[config.mk]
export PLATFORM = sky130hd
export DESIGN_NAME = disp_row_scheduler_flat
export DESIGN_NICKNAME = d
export VERILOG_FILES = /design/src/rtl/disp_pkg.sv /design/src/rtl/disp_row_scheduler_if.sv /design/src/rtl/disp_eng_slot.sv /design/src/rtl/disp_row_scheduler.sv /design/src/flat_wrapper.sv
export SDC_FILE = /design/constraint.sdc
export NUM_CORES = 1
export LEC_CHECK = 0
export CORE_ASPECT_RATIO = 1.5
export CORE_MARGIN = 1
export CORE_UTILIZATION = 53
export DETAILED_ROUTE_END_ITERATION = 7
export GPL_ROUTABILITY_DRIVEN = 0
export PLACE_DENSITY = 0.78
export SYNTH_ARGS = -nofsm -noshare
export SYNTH_HDL_FRONTEND = slang
export SYNTH_SLANG_ARGS = --single-unit
[constraint.sdc]
create_clock -name clk -period 3 [get_ports clk]
set_clock_uncertainty 0.1 [all_clocks]
set_input_delay 0.3 -clock clk [delete_from_list [all_inputs] [get_ports clk]]
set_output_delay 0.3 -clock clk [all_outputs]
set_load 0.005 [all_outputs]
[src/rtl/disp_pkg.sv]
// disp_pkg: shared types for the row scheduler and its engine slots.
// Holds the top and engine state encodings, the default column/disparity
// widths and the (col, disp) result record.
package disp_pkg;

  localparam int DEF_COL_BITS  = 6;
  localparam int DEF_DISP_BITS = 6;

  typedef enum logic [1:0] {
    T_IDLE,
    T_RUN,
    T_DONE
  } top_state_e;

  typedef enum logic [2:0] {
    E_IDLE,
    E_CLR,
    E_START,
    E_BUSY,
    E_HOLD
  } eng_state_e;

  typedef struct packed {
    logic [DEF_COL_BITS-1:0]  col;
    logic [DEF_DISP_BITS-1:0] disp;
  } disp_result_t;

endpackage

[src/rtl/disp_row_scheduler_if.sv]
// disp_row_scheduler_if: in-order (col, disp) result stream with
// valid/ready backpressure. The scheduler is the master.
interface disp_row_scheduler_if
  import disp_pkg::*;
#(
  parameter int COL_BITS  = DEF_COL_BITS,
  parameter int DISP_BITS = DEF_DISP_BITS
);

  logic                 out_valid;
  logic                 out_ready;
  logic [COL_BITS-1:0]  out_col;
  logic [DISP_BITS-1:0] out_disp;
  logic                 out_last;

  modport master (
    output out_valid, out_col, out_disp, out_last,
    input  out_ready
  );

  modport slave (
    input  out_valid, out_col, out_disp, out_last,
    output out_ready
  );

endinterface

[src/rtl/disp_eng_slot.sv]
// disp_eng_slot: clear/start/busy/hold sequencer for one disparity engine,
// with the column and result holding registers. The watchdog counter is
// built only when DISP_SCHED_TIMEOUT_EN is defined.
module disp_eng_slot
  import disp_pkg::*;
#(
  parameter int COL_BITS  = DEF_COL_BITS,
  parameter int DISP_BITS = DEF_DISP_BITS,
  parameter int TIMEOUT   = 4096
) (
  input  logic                 clk,
  input  logic                 rst,
  input  logic                 dispatch,
  input  logic [COL_BITS-1:0]  dispatch_col,
  input  logic                 drain,
  input  logic                 done,
  input  logic [DISP_BITS-1:0] disp_in,
  output logic                 can_dispatch,
  output logic                 res_avail,
  output logic [COL_BITS-1:0]  col,
  output logic [DISP_BITS-1:0] res_disp,
  output logic                 eng_clr,
  output logic                 eng_start,
  output logic                 timeout_evt
);

  eng_state_e           state_q, state_d;
  logic [COL_BITS-1:0]  col_q, col_d;
  logic [DISP_BITS-1:0] disp_q, disp_d;
  logic                 tmo_hit;

`ifdef DISP_SCHED_TIMEOUT_EN
  localparam int CNT_W = $clog2(TIMEOUT + 1);
  logic [CNT_W-1:0] cnt_q, cnt_d;

  assign tmo_hit = (state_q == E_BUSY) && !done && (cnt_q == CNT_W'(TIMEOUT - 1));

  // Watchdog counts cycles spent in E_BUSY and is cleared everywhere else.
  always_comb cnt_d = (state_q == E_BUSY) ? cnt_q + 1'b1 : '0;

  // Watchdog register.
  always_ff @(posedge clk) begin
    if (rst) cnt_q <= '0;
    else     cnt_q <= cnt_d;
  end
`else
  logic unused_timeout;
  assign tmo_hit        = 1'b0;
  assign unused_timeout = ^TIMEOUT;
`endif

  // A drained slot may take its next column in the same cycle it is emptied.
  assign can_dispatch = (state_q == E_IDLE) || ((state_q == E_HOLD) && drain);
  // The result is visible in the cycle it is captured so output latency is one edge.
  assign res_avail    = (state_q == E_HOLD) || ((state_q == E_BUSY) && (done || tmo_hit));
  assign res_disp     = (state_q == E_HOLD) ? disp_q : (done ? disp_in : '0);
  assign col          = col_q;
  assign eng_clr      = (state_q == E_CLR);
  assign eng_start    = (state_q == E_START);
  assign timeout_evt  = tmo_hit;

  // Next-state logic for the per-engine sequence; done is only honoured in E_BUSY.
  always_comb begin
    // NOTE: every variable gets a default first so no latch is inferred.
    state_d = state_q;
    col_d   = col_q;
    disp_d  = disp_q;
    case (state_q)
      E_IDLE: begin
        if (dispatch) begin
          state_d = E_CLR;
          col_d   = dispatch_col;
        end
      end
      E_CLR:   state_d = E_START;
      E_START: state_d = E_BUSY;
      E_BUSY: begin
        if (done) begin
          state_d = E_HOLD;
          disp_d  = disp_in;
        end else if (tmo_hit) begin
          state_d = E_HOLD;
          disp_d  = '0;
        end
      end
      E_HOLD: begin
        if (dispatch) begin
          state_d = E_CLR;
          col_d   = dispatch_col;
        end else if (drain) begin
          state_d = E_IDLE;
        end
      end
      default: state_d = E_IDLE;
    endcase
  end

  // State and holding registers with synchronous reset.
  always_ff @(posedge clk) begin
    // NOTE: sequential state is written with non-blocking assignments only.
    if (rst) begin
      state_q <= E_IDLE;
      col_q   <= '0;
      disp_q  <= '0;
    end else begin
      state_q <= state_d;
      col_q   <= col_d;
      disp_q  <= disp_d;
    end
  end

endmodule

[src/rtl/disp_row_scheduler.sv]
// disp_row_scheduler: dispatches columns of a row round-robin to NUM_ENG
// disparity engines and drains their results in the same order, so the
// output stream is in column order without a reorder buffer.
// Optional watchdog: define DISP_SCHED_TIMEOUT_EN.
module disp_row_scheduler
  import disp_pkg::*;
#(
  parameter int NUM_ENG   = 2,
  parameter int COL_BITS  = DEF_COL_BITS,
  parameter int DISP_BITS = DEF_DISP_BITS,
  parameter int TIMEOUT   = 4096
) (
  input  logic                           clk,
  input  logic                           rst,
  input  logic                           row_start,
  input  logic [COL_BITS:0]              row_cols,
  output logic                           row_busy,
  output logic                           row_done,
  output logic [NUM_ENG-1:0]             eng_clr,
  output logic [NUM_ENG-1:0]             eng_start,
  output logic [NUM_ENG*COL_BITS-1:0]    eng_col,
  input  logic [NUM_ENG-1:0]             eng_done,
  input  logic [NUM_ENG*DISP_BITS-1:0]   eng_disp,
  disp_row_scheduler_if.master           out_if,
  output logic                           err_timeout
);

  localparam int PTR_W = (NUM_ENG > 1) ? $clog2(NUM_ENG) : 1;

  top_state_e           state_q, state_d;
  logic [COL_BITS:0]    row_cols_q, row_cols_d;
  logic [COL_BITS:0]    next_col_q, next_col_d;
  logic [PTR_W-1:0]     dsp_ptr_q, dsp_ptr_d;
  logic [PTR_W-1:0]     drn_ptr_q, drn_ptr_d;
  logic                 out_valid_q, out_valid_d;
  logic [COL_BITS-1:0]  out_col_q, out_col_d;
  logic [DISP_BITS-1:0] out_disp_q, out_disp_d;
  logic                 out_last_q, out_last_d;

  logic [NUM_ENG-1:0]   slot_can_dsp, slot_avail, slot_tmo;
  logic [COL_BITS-1:0]  slot_col  [NUM_ENG];
  logic [DISP_BITS-1:0] slot_disp [NUM_ENG];

  logic                 active, dispatch_go, handshake, last_hs;
  logic [COL_BITS:0]    eff_cols;
  logic [PTR_W-1:0]     cand;

  function automatic logic [PTR_W-1:0] adv(input logic [PTR_W-1:0] p);
    return (p == PTR_W'(NUM_ENG - 1)) ? '0 : p + 1'b1;
  endfunction

  // The first column dispatches on the same edge that accepts the row command.
  assign active      = ((state_q == T_IDLE) && row_start) || (state_q == T_RUN);
  assign eff_cols    = (state_q == T_IDLE) ? row_cols : row_cols_q;
  assign dispatch_go = active && slot_can_dsp[dsp_ptr_q] && (next_col_q < eff_cols);
  assign handshake   = out_valid_q && out_if.out_ready;
  assign last_hs     = handshake && out_last_q;
  assign cand        = handshake ? adv(drn_ptr_q) : drn_ptr_q;

  for (genvar i = 0; i < NUM_ENG; i++) begin : g_slot
    disp_eng_slot #(
      .COL_BITS (COL_BITS),
      .DISP_BITS(DISP_BITS),
      .TIMEOUT  (TIMEOUT)
    ) u_slot (
      .clk         (clk),
      .rst         (rst),
      .dispatch    (dispatch_go && (dsp_ptr_q == PTR_W'(i))),
      .dispatch_col(next_col_q[COL_BITS-1:0]),
      .drain       (handshake && (drn_ptr_q == PTR_W'(i))),
      .done        (eng_done[i]),
      .disp_in     (eng_disp[i*DISP_BITS +: DISP_BITS]),
      .can_dispatch(slot_can_dsp[i]),
      .res_avail   (slot_avail[i]),
      .col         (slot_col[i]),
      .res_disp    (slot_disp[i]),
      .eng_clr     (eng_clr[i]),
      .eng_start   (eng_start[i]),
      .timeout_evt (slot_tmo[i])
    );
    assign eng_col[i*COL_BITS +: COL_BITS] = slot_col[i];
  end

  // Top FSM, column counter and both round-robin pointers.
  always_comb begin
    state_d    = state_q;
    row_cols_d = row_cols_q;
    next_col_d = next_col_q;
    dsp_ptr_d  = dsp_ptr_q;
    drn_ptr_d  = drn_ptr_q;
    if (dispatch_go) begin
      next_col_d = next_col_q + 1'b1;
      dsp_ptr_d  = adv(dsp_ptr_q);
    end
    if (handshake) drn_ptr_d = adv(drn_ptr_q);
    case (state_q)
      T_IDLE: begin
        if (row_start) begin
          row_cols_d = row_cols;
          state_d    = (row_cols == '0) ? T_DONE : T_RUN;
        end
      end
      T_RUN: if (last_hs) state_d = T_DONE;
      T_DONE: begin
        state_d    = T_IDLE;
        next_col_d = '0;
        dsp_ptr_d  = '0;
        drn_ptr_d  = '0;
      end
      default: state_d = T_IDLE;
    endcase
  end

  // Output register: reload from the next slot in drain order whenever empty or accepted.
  always_comb begin
    out_valid_d = out_valid_q;
    out_col_d   = out_col_q;
    out_disp_d  = out_disp_q;
    out_last_d  = out_last_q;
    if (!out_valid_q || handshake) begin
      out_valid_d = 1'b0;
      out_last_d  = 1'b0;
      // The slot being drained still reads as held this cycle, so it is excluded.
      if ((state_q == T_RUN) && !last_hs && slot_avail[cand] &&
          !(handshake && (cand == drn_ptr_q))) begin
        out_valid_d = 1'b1;
        out_col_d   = slot_col[cand];
        out_disp_d  = slot_disp[cand];
        out_last_d  = ({1'b0, slot_col[cand]} == (row_cols_q - 1'b1));
      end
    end
  end

  // Top-level registers with synchronous reset.
  always_ff @(posedge clk) begin
    if (rst) begin
      state_q     <= T_IDLE;
      row_cols_q  <= '0;
      next_col_q  <= '0;
      dsp_ptr_q   <= '0;
      drn_ptr_q   <= '0;
      out_valid_q <= 1'b0;
      out_col_q   <= '0;
      out_disp_q  <= '0;
      out_last_q  <= 1'b0;
    end else begin
      state_q     <= state_d;
      row_cols_q  <= row_cols_d;
      next_col_q  <= next_col_d;
      dsp_ptr_q   <= dsp_ptr_d;
      drn_ptr_q   <= drn_ptr_d;
      out_valid_q <= out_valid_d;
      out_col_q   <= out_col_d;
      out_disp_q  <= out_disp_d;
      out_last_q  <= out_last_d;
    end
  end

`ifdef DISP_SCHED_TIMEOUT_EN
  logic err_q;

  // Sticky timeout flag, cleared only by reset.
  always_ff @(posedge clk) begin
    if (rst) err_q <= 1'b0;
    else     err_q <= err_q | (|slot_tmo);
  end

  assign err_timeout = err_q;
`else
  logic unused_tmo;
  assign unused_tmo  = |slot_tmo;
  assign err_timeout = 1'b0;
`endif

  assign row_busy         = (state_q == T_RUN);
  assign row_done         = (state_q == T_DONE);
  assign out_if.out_valid = out_valid_q;
  assign out_if.out_col   = out_col_q;
  assign out_if.out_disp  = out_disp_q;
  assign out_if.out_last  = out_last_q;

endmodule

[src/flat_wrapper.sv]
// flat-port wrapper written by rule: the top's interface ports become plain ports
module disp_row_scheduler_flat import disp_pkg::*;
#(
  parameter int NUM_ENG   = 2,
  parameter int COL_BITS  = DEF_COL_BITS,
  parameter int DISP_BITS = DEF_DISP_BITS,
  parameter int TIMEOUT   = 4096
)
  (clk, rst, row_start, row_cols, row_busy, row_done, eng_clr, eng_start, eng_col, eng_done, eng_disp, err_timeout, out_if_out_valid, out_if_out_col, out_if_out_disp, out_if_out_last, out_if_out_ready);
  disp_row_scheduler_if #(.COL_BITS(COL_BITS), .DISP_BITS(DISP_BITS)) out_if_i ();
  input  logic clk;
  input  logic rst;
  input  logic row_start;
  input  logic [COL_BITS:0] row_cols;
  output logic row_busy;
  output logic row_done;
  output logic [NUM_ENG-1:0] eng_clr;
  output logic [NUM_ENG-1:0] eng_start;
  output logic [NUM_ENG*COL_BITS-1:0] eng_col;
  input  logic [NUM_ENG-1:0] eng_done;
  input  logic [NUM_ENG*DISP_BITS-1:0] eng_disp;
  output logic err_timeout;
  output wire logic [$bits(out_if_i.out_valid)-1:0] out_if_out_valid;
  output wire logic [$bits(out_if_i.out_col)-1:0] out_if_out_col;
  output wire logic [$bits(out_if_i.out_disp)-1:0] out_if_out_disp;
  output wire logic [$bits(out_if_i.out_last)-1:0] out_if_out_last;
  input wire logic [$bits(out_if_i.out_ready)-1:0] out_if_out_ready;
  assign out_if_out_valid = out_if_i.out_valid;
  assign out_if_out_col = out_if_i.out_col;
  assign out_if_out_disp = out_if_i.out_disp;
  assign out_if_out_last = out_if_i.out_last;
  assign out_if_i.out_ready = out_if_out_ready;
  disp_row_scheduler #(.NUM_ENG(NUM_ENG), .COL_BITS(COL_BITS), .DISP_BITS(DISP_BITS), .TIMEOUT(TIMEOUT)) u_core (.clk(clk), .rst(rst), .row_start(row_start), .row_cols(row_cols), .row_busy(row_busy), .row_done(row_done), .eng_clr(eng_clr), .eng_start(eng_start), .eng_col(eng_col), .eng_done(eng_done), .eng_disp(eng_disp), .out_if(out_if_i), .err_timeout(err_timeout));
endmodule
==> out/results.txt, run 1 <==
Seq pwr share - 0.392
Gate Count Post-Synth - 357
Power Internal - 1770 uW
# rows - 34
Root Driver - clkbuf_8
Clock latency on the worst-skew pair - 0.35 ns
Worst hold path endpoint - u_core.row_cols_q[5]
Post-synth EDFFs - 0
Peak supply drop - 0.376 mV
CTS tree - done
Min-Delay Path Depth - 2
Worst slew pin tran - 0.569 ns
Remaining DRCs - 0
Crit. End Element - register
Synth area leaders - dfxtp_1 38%, mux2i_1 15%, nor2_1 7.0%
Antenna violations before repair - 0
Setup CP Type - reg -> reg
Xor/xnor share of the synthesized area - 0.0353
Clock group share of total power - 0.316
Syn avg cell area - 9.03 um2
Simple-gate share of the synthesized area - 0.229
Die Wd - 65.7 um
Synth top area share - 0.385
Net Count, Synth - 392
Initial DRT Pass Iterations - 4
Combinational share of power - 0.292
Area of the multi-input gates - 1830 um2
Number of synthesis warnings - 0
Total Routing Usage GR - 0.259
IO Count - 58
WL/cell - 15.9 um
RSZ-0062 raised after global routing - no
Post-synthesis register bit count - 62
Vert. Die Dim - 97.5 um
Worst Path Max Fanout - 6
Clock buffer depth - 2
Met2 usage - 0.450
Largest area contributor in the netlist - dfxtp_1
Reg2reg start - u_core.state_q[0]
Reg2Reg Setup Slack - 0.18 ns
Asr flop ratio synth - 0
Pin count of the biggest net entering global routing - 32
Hold WC Path Type - in -> reg
Iter 0 DRT Violations - 115
Fillers - 464
First-pass GRT wire length - 12500 um
Largest family of logic cells by synthesized area - simple AND/OR/NAND/NOR gates
Vias in the first global route - 2729
Distinct cells, synth - 51
Ant diodes - 0
Tcrit/Tclk final - 0.940
Status - finished clean
Die area - 6410 um2
Grt met3 use - 0.0610
Critical path launch point type - register
Setup TNS - 0 ns
Vias - 2794
Placed insts - 473
Hold Path Origin - rst
Core Box Area - 5830 um2
Pwr Density - 627 nW/um2
Fmax - 355 MHz
CTS Sinks - 62
LEAKAGE - 0.00169 uW
Post-layout util - 0.699
Synthesized area - 3220 um2
Setup ws final - 0.181 ns
Antenna-violating nets left - 0
Reg2reg path depth - 10
Routed WL - 7820 um
Met1 Use GR - 0.272
Sw Pwr - 784 uW
Commonest non-fill, non-tap cell in the layout - dfxtp_1
CP arrival - 3.01 ns
Vias per inst - 5.69
Setup violations, final - 0
GRT overflow - 0
Final Hold Vio Count - 0
CTS buffer count - 9
Max cap viols - 0
Crit path required time - 3.19 ns
Max_slew headroom - 0.620
Ys flop type - dfxtp_1
Post-CTS Resized - 0
Most frequent cells in the layout - 62 x dfxtp_1, 60 x nor2_1, 55 x clkdlybuf4s50_1, 49 x mux2i_1, 26 x a21oi_1
Worst hold slack - 0.325 ns
Final std cells w/o fill - 491
GRT Max-Usage Layer - met2
Share of layout cells above drive strength 1 - 0.100
Post-detail-place hpwl - 5720 um
Clock transition at path regs - 0.07 ns
Min Tclk post-route - 2.82 ns
Slew Limit Fails - 0
Nets@finish - 449
Initial Util - 0.553
Post-synthesis adder-cell area fraction - 0.0388
Sequential share of the synthesized area - 0.385
Mux cell area share after synthesis - 0.152
Net Sw Frac - 0.307
Htree depth - 3
Pre-CTS setup slack - 0.0344 ns
Compound-Gate Fraction of Synth Area - 0.111
Port-buffer cells - 56
Area growth syn-to-layout - 26.4%
Reg area - 1240 um2
R2R Path End - u_core.next_col_q[5]
-- cells by family after synthesis --
group | after synthesis
compound gates | 54
xor+xnor | 13
fa+ha+maj | 10
buf+inv | 30
flops | 62
mux | 49
other cells | 1
simple gates | 138
-- registers in the layout, indices dropped and copies added (netlist names) --
register,flops
u_core.dsp_ptr_q,1
u_core.g_slot.u_slot.col,12
u_core.out_if.out_last,1
u_core.g_slot.u_slot.disp_q,12
u_core.g_slot.u_slot.state_q,6
u_core.out_if.out_col,6
u_core.row_cols_q,7
u_core.next_col_q,7
u_core.state_q,2
u_core.out_if.out_valid,1
u_core.out_if.out_disp,6
u_core.drn_ptr_q,1
-- worst max-delay path, stage by stage, from the launching register on --
cell and delay (ns):
dfxtp_1 0.37, nor2_4 0.20, buf_4 0.17, mux2i_1 0.27, ha_1 0.30, a21oi_1 0.15
nor2_1 0.09, a211oi_4 0.33, nand3_4 0.12, or4_1 0.52, a21oi_1 0.14
-- power by group through the flow --
stage	Sequential [uW]	Clock, uW	Combinational, uW
after floorplan	975	0	555
after global placement	1010	0	729
after detailed placement	1020	0	740
after CTS	1000	821	752
after global routing	1010	849	817
final	1000	807	747
-- routing by layer --
| metal | part of all wire | routed length, um |
|---|---|---|
| met5 | 0 | 0 |
| met4 | 0.046 | 357 |
| met3 | 0.042 | 325 |
| met2 | 0.53 | 4120 |
| met1 | 0.39 | 3020 |
-- cell usage after synthesis, types with 2 or more instances --
| cell type | n |
|---|---|
| o21ai_0 | 5 |
| inv_1 | 5 |
| nand3_1 | 4 |
| nor3b_1 | 7 |
| and3_1 | 7 |
| buf_2 | 5 |
| xor2_1 | 3 |
| nor2_1 | 60 |
| mux2i_1 | 49 |
| buf_4 | 5 |
| or2_2 | 2 |
| nand4_1 | 4 |
| a211oi_1 | 13 |
| xnor2_1 | 10 |
| dfxtp_1 | 62 |
| or3_1 | 2 |
| clkbuf_1 | 12 |
| nand2_1 | 17 |
| a21oi_1 | 26 |
| or4_1 | 3 |
| nand3b_1 | 3 |
| nand4b_1 | 2 |
| and2_1 | 3 |
| ha_1 | 10 |
| nor2b_1 | 5 |
| nand2b_1 | 3 |
| nor4_1 | 3 |
| nor3_1 | 3 |
| buf_6 | 2 |
-- stage by stage --
stage | area [um2] | power [uW]
after detailed placement | 3850 | 1760
after global placement | 3850 | 1740
final | 4080 | 2560
after global routing | 4080 | 2680
after CTS | 4060 | 2570
after floorplan | 3220 | 1530
-- how the worst max path moves through the flow --
stage / startpoint / to / slack, ns / cells past startpoint
floorplan: u_core.state_q[0] / u_core.next_col_q[5] / 0.36 / 9
global placement: out_if_out_ready / u_core.next_col_q[5] / 0.12 / 10
detailed placement: out_if_out_ready / u_core.next_col_q[6] / 0.03 / 10
CTS: u_core.state_q[0] / u_core.next_col_q[6] / 0.15 / 10
global route: u_core.state_q[0] / u_core.next_col_q[6] / 0.0002 / 10
finish: u_core.state_q[0] / u_core.next_col_q[5] / 0.18 / 10
-- area by class of cell --
class                      instances  share of cell area
timing repair buffer              71               0.167
sequential                        62               0.304
clock inverter                     4              0.0172
tap                               72              0.0221
multi-input combinational        265               0.449
clock buffer                      12              0.0356
inverter                           5             0.00460
-- what timing repair did --
action | CTS | global route
setup endpoints to repair | 0 | 2
hold buffers | 0 | 0
buffers inserted | 0 | 2
Power figures use the tool's default switching activity.
==> inputs of run 2 (changes only) <==
--- a/config.mk
+++ b/config.mk
@@ -7,10 +7,12 @@
 export LEC_CHECK = 0
 export CORE_ASPECT_RATIO = 1.5
 export CORE_MARGIN = 1
-export CORE_UTILIZATION = 53
+export CORE_UTILIZATION = 55
 export DETAILED_ROUTE_END_ITERATION = 7
+export DONT_BUFFER_PORTS = 1
 export GPL_ROUTABILITY_DRIVEN = 0
-export PLACE_DENSITY = 0.78
+export PLACE_DENSITY = 0.71
+export SETUP_SLACK_MARGIN = 0.2
 export SYNTH_ARGS = -nofsm -noshare
 export SYNTH_HDL_FRONTEND = slang
 export SYNTH_SLANG_ARGS = --single-unit
==> constraint.sdc (replaced) <==
create_clock -name clk -period 2.4 [get_ports clk]
set_clock_uncertainty 0.1 [all_clocks]
set_input_delay 0.24 -clock clk [delete_from_list [all_inputs] [get_ports clk]]
set_output_delay 0.24 -clock clk [all_outputs]
set_load 0.005 [all_outputs]
==> out/results.txt, run 2 (synthesis results as in run 1) <==
CTS Sinks - 62
Pwr Density - 783 nW/um2
Peak supply drop - 0.495 mV
Htree depth - 3
Port-buffer cells - 0
Setup CP Type - reg -> reg
CP arrival - 2.69 ns
Nets@finish - 453
Placed insts - 433
IO Count - 58
Iter 0 DRT Violations - 121
Antenna-violating nets left - 0
Hold WC Path Type - in -> reg
Ant diodes - 0
Root Driver - clkbuf_8
Placed cell area - 3450 um2
Setup violations, final - 22
Core Box Area - 5570 um2
Antenna violations before repair - 0
Commonest non-fill, non-tap cell in the layout - nor2_1
Status - complete, but fails checks
Final Hold Vio Count - 0
Total Routing Usage GR - 0.287
Worst Path Max Fanout - 4
CTS tree - done
Die area - 6180 um2
Slew Limit Fails - 0
GRT overflow - 0
Crit path required time - 2.56 ns
# rows - 33
Worst hold slack - 0.0522 ns
Clock buffer depth - 2
Clock transition at path regs - 0.07 ns
Vias - 2862
Post-detail-place hpwl - 5500 um
Vias per inst - 5.81
Die Wd - 64.5 um
Clock latency on the worst-skew pair - 0.35 ns
Area growth syn-to-layout - 31.7%
Crit. End Element - register
Fmax - 395 MHz
Pin count of the biggest net entering global routing - 30
Initial Util - 0.578
Vias in the first global route - 2807
Fin area - 4250 um2
Worst slew pin tran - 0.595 ns
Final std cells w/o fill - 493
CTS buffer count - 9
Initial DRT Pass Iterations - 4
Vert. Die Dim - 95.8 um
First-pass GRT wire length - 13100 um
Max_slew headroom - 0.602
Most frequent cells in the layout - 59 x nor2_1, 58 x dfxtp_1, 45 x mux2i_1, 34 x buf_4, 28 x dlygate4sd3_1
Critical path launch point type - register
WL/cell - 17.8 um
Min Tclk post-route - 2.53 ns
Remaining DRCs - 0
Tcrit/Tclk final - 1.06
Max cap viols - 0
Total Power - 3330 uW
Routed WL - 8780 um
Share of layout cells above drive strength 1 - 0.243
Setup ws final - -0.133 ns
Failing checks - negative setup slack
LEAKAGE - 0.00184 uW
RSZ-0062 raised after global routing - yes
run 2: cell count changes in the layout (fill, tap and decap cells not counted), sizes merged:
| cell | delta |
|---|---|
| bufinv | -1 |
| clkinv | +2 |
| clkbuf | -1 |
| dlygate4sd3 | +28 |
| clkinvlp | +1 |
| clkdlybuf4s50 | -55 |
| buf | +30 |
run 2: worst paths after layout:
check                                         startpoint                                  to  slack, ns  depth (start not counted)
worst min register to register  u_core.out_if.out_col[3]            u_core.out_if.out_col[3]       0.41                          2
worst max register to register         u_core.state_q[0]  u_core.g_slot[1].u_slot.state_q[2]      -0.13                         10
worst max-delay path                   u_core.state_q[0]  u_core.g_slot[1].u_slot.state_q[2]      -0.13                         10
worst min-delay path                                 rst  u_core.g_slot[0].u_slot.state_q[0]       0.05                          2
run 2: metrics by stage:
stage / setup slack (ns) / util / setup TNS (ns)
detailed placement: -0.101 / 0.619 / -1.12
global placement: -0.0967 / 0.619 / -0.771
floorplan: -0.0952 / - / -0.660
global route: -0.259 / 0.762 / -4.41
finish: -0.133 / 0.762 / -1.64
CTS: -0.111 / 0.735 / -1.43
run 2: layout make-up:
class                      instances  area (um2)
clock buffer                      10         138
tap                               70        87.6
multi-input combinational        265        1960
inverter                           5        18.8
clock inverter                     6        61.3
timing repair buffer              75         731
fill                             380        1330
sequential                        62        1250
run 2: layer usage:
layer | global-route usage | share of wire | vias up | wire, um
met5 | 0 | 0 | - | 0
met4 | 0.169 | 0.045 | 0 | 393
met3 | 0.0806 | 0.049 | 35 | 433
met2 | 0.535 | 0.53 | 77 | 4650
met1 | 0.278 | 0.38 | 1370 | 3310
li1 | - | - | 1380 | -
run 2: timing repair:
action | in CTS | in global routing
resized for setup | 15 | 22
pin swaps | 16 | 20
cloned | 0 | 1
setup endpoints to repair | 37 | 45
endpoints found under the hold margin | 54 | 0
hold buffers | 29 | 0
setup buffers | 10 | 4
run 2: where the power goes:
part,switching [uW],leakage [uW],internal [uW]
Clock,421,0.000102,503
Sequential,120,0.000504,1120
Combinational,523,0.00124,640
Total,1060,0.00184,2260
run 2: critical path: stages, from the launching register on:
cell and delay (ns):
dfxtp_2 0.34, nor2_4 0.15, mux2i_1 0.21, ha_1 0.28, a211oi_2 0.22, o21ai_2 0.10
a211oi_4 0.28, buf_6 0.15, nand4_2 0.17, buf_4 0.20, a221oi_1 0.24
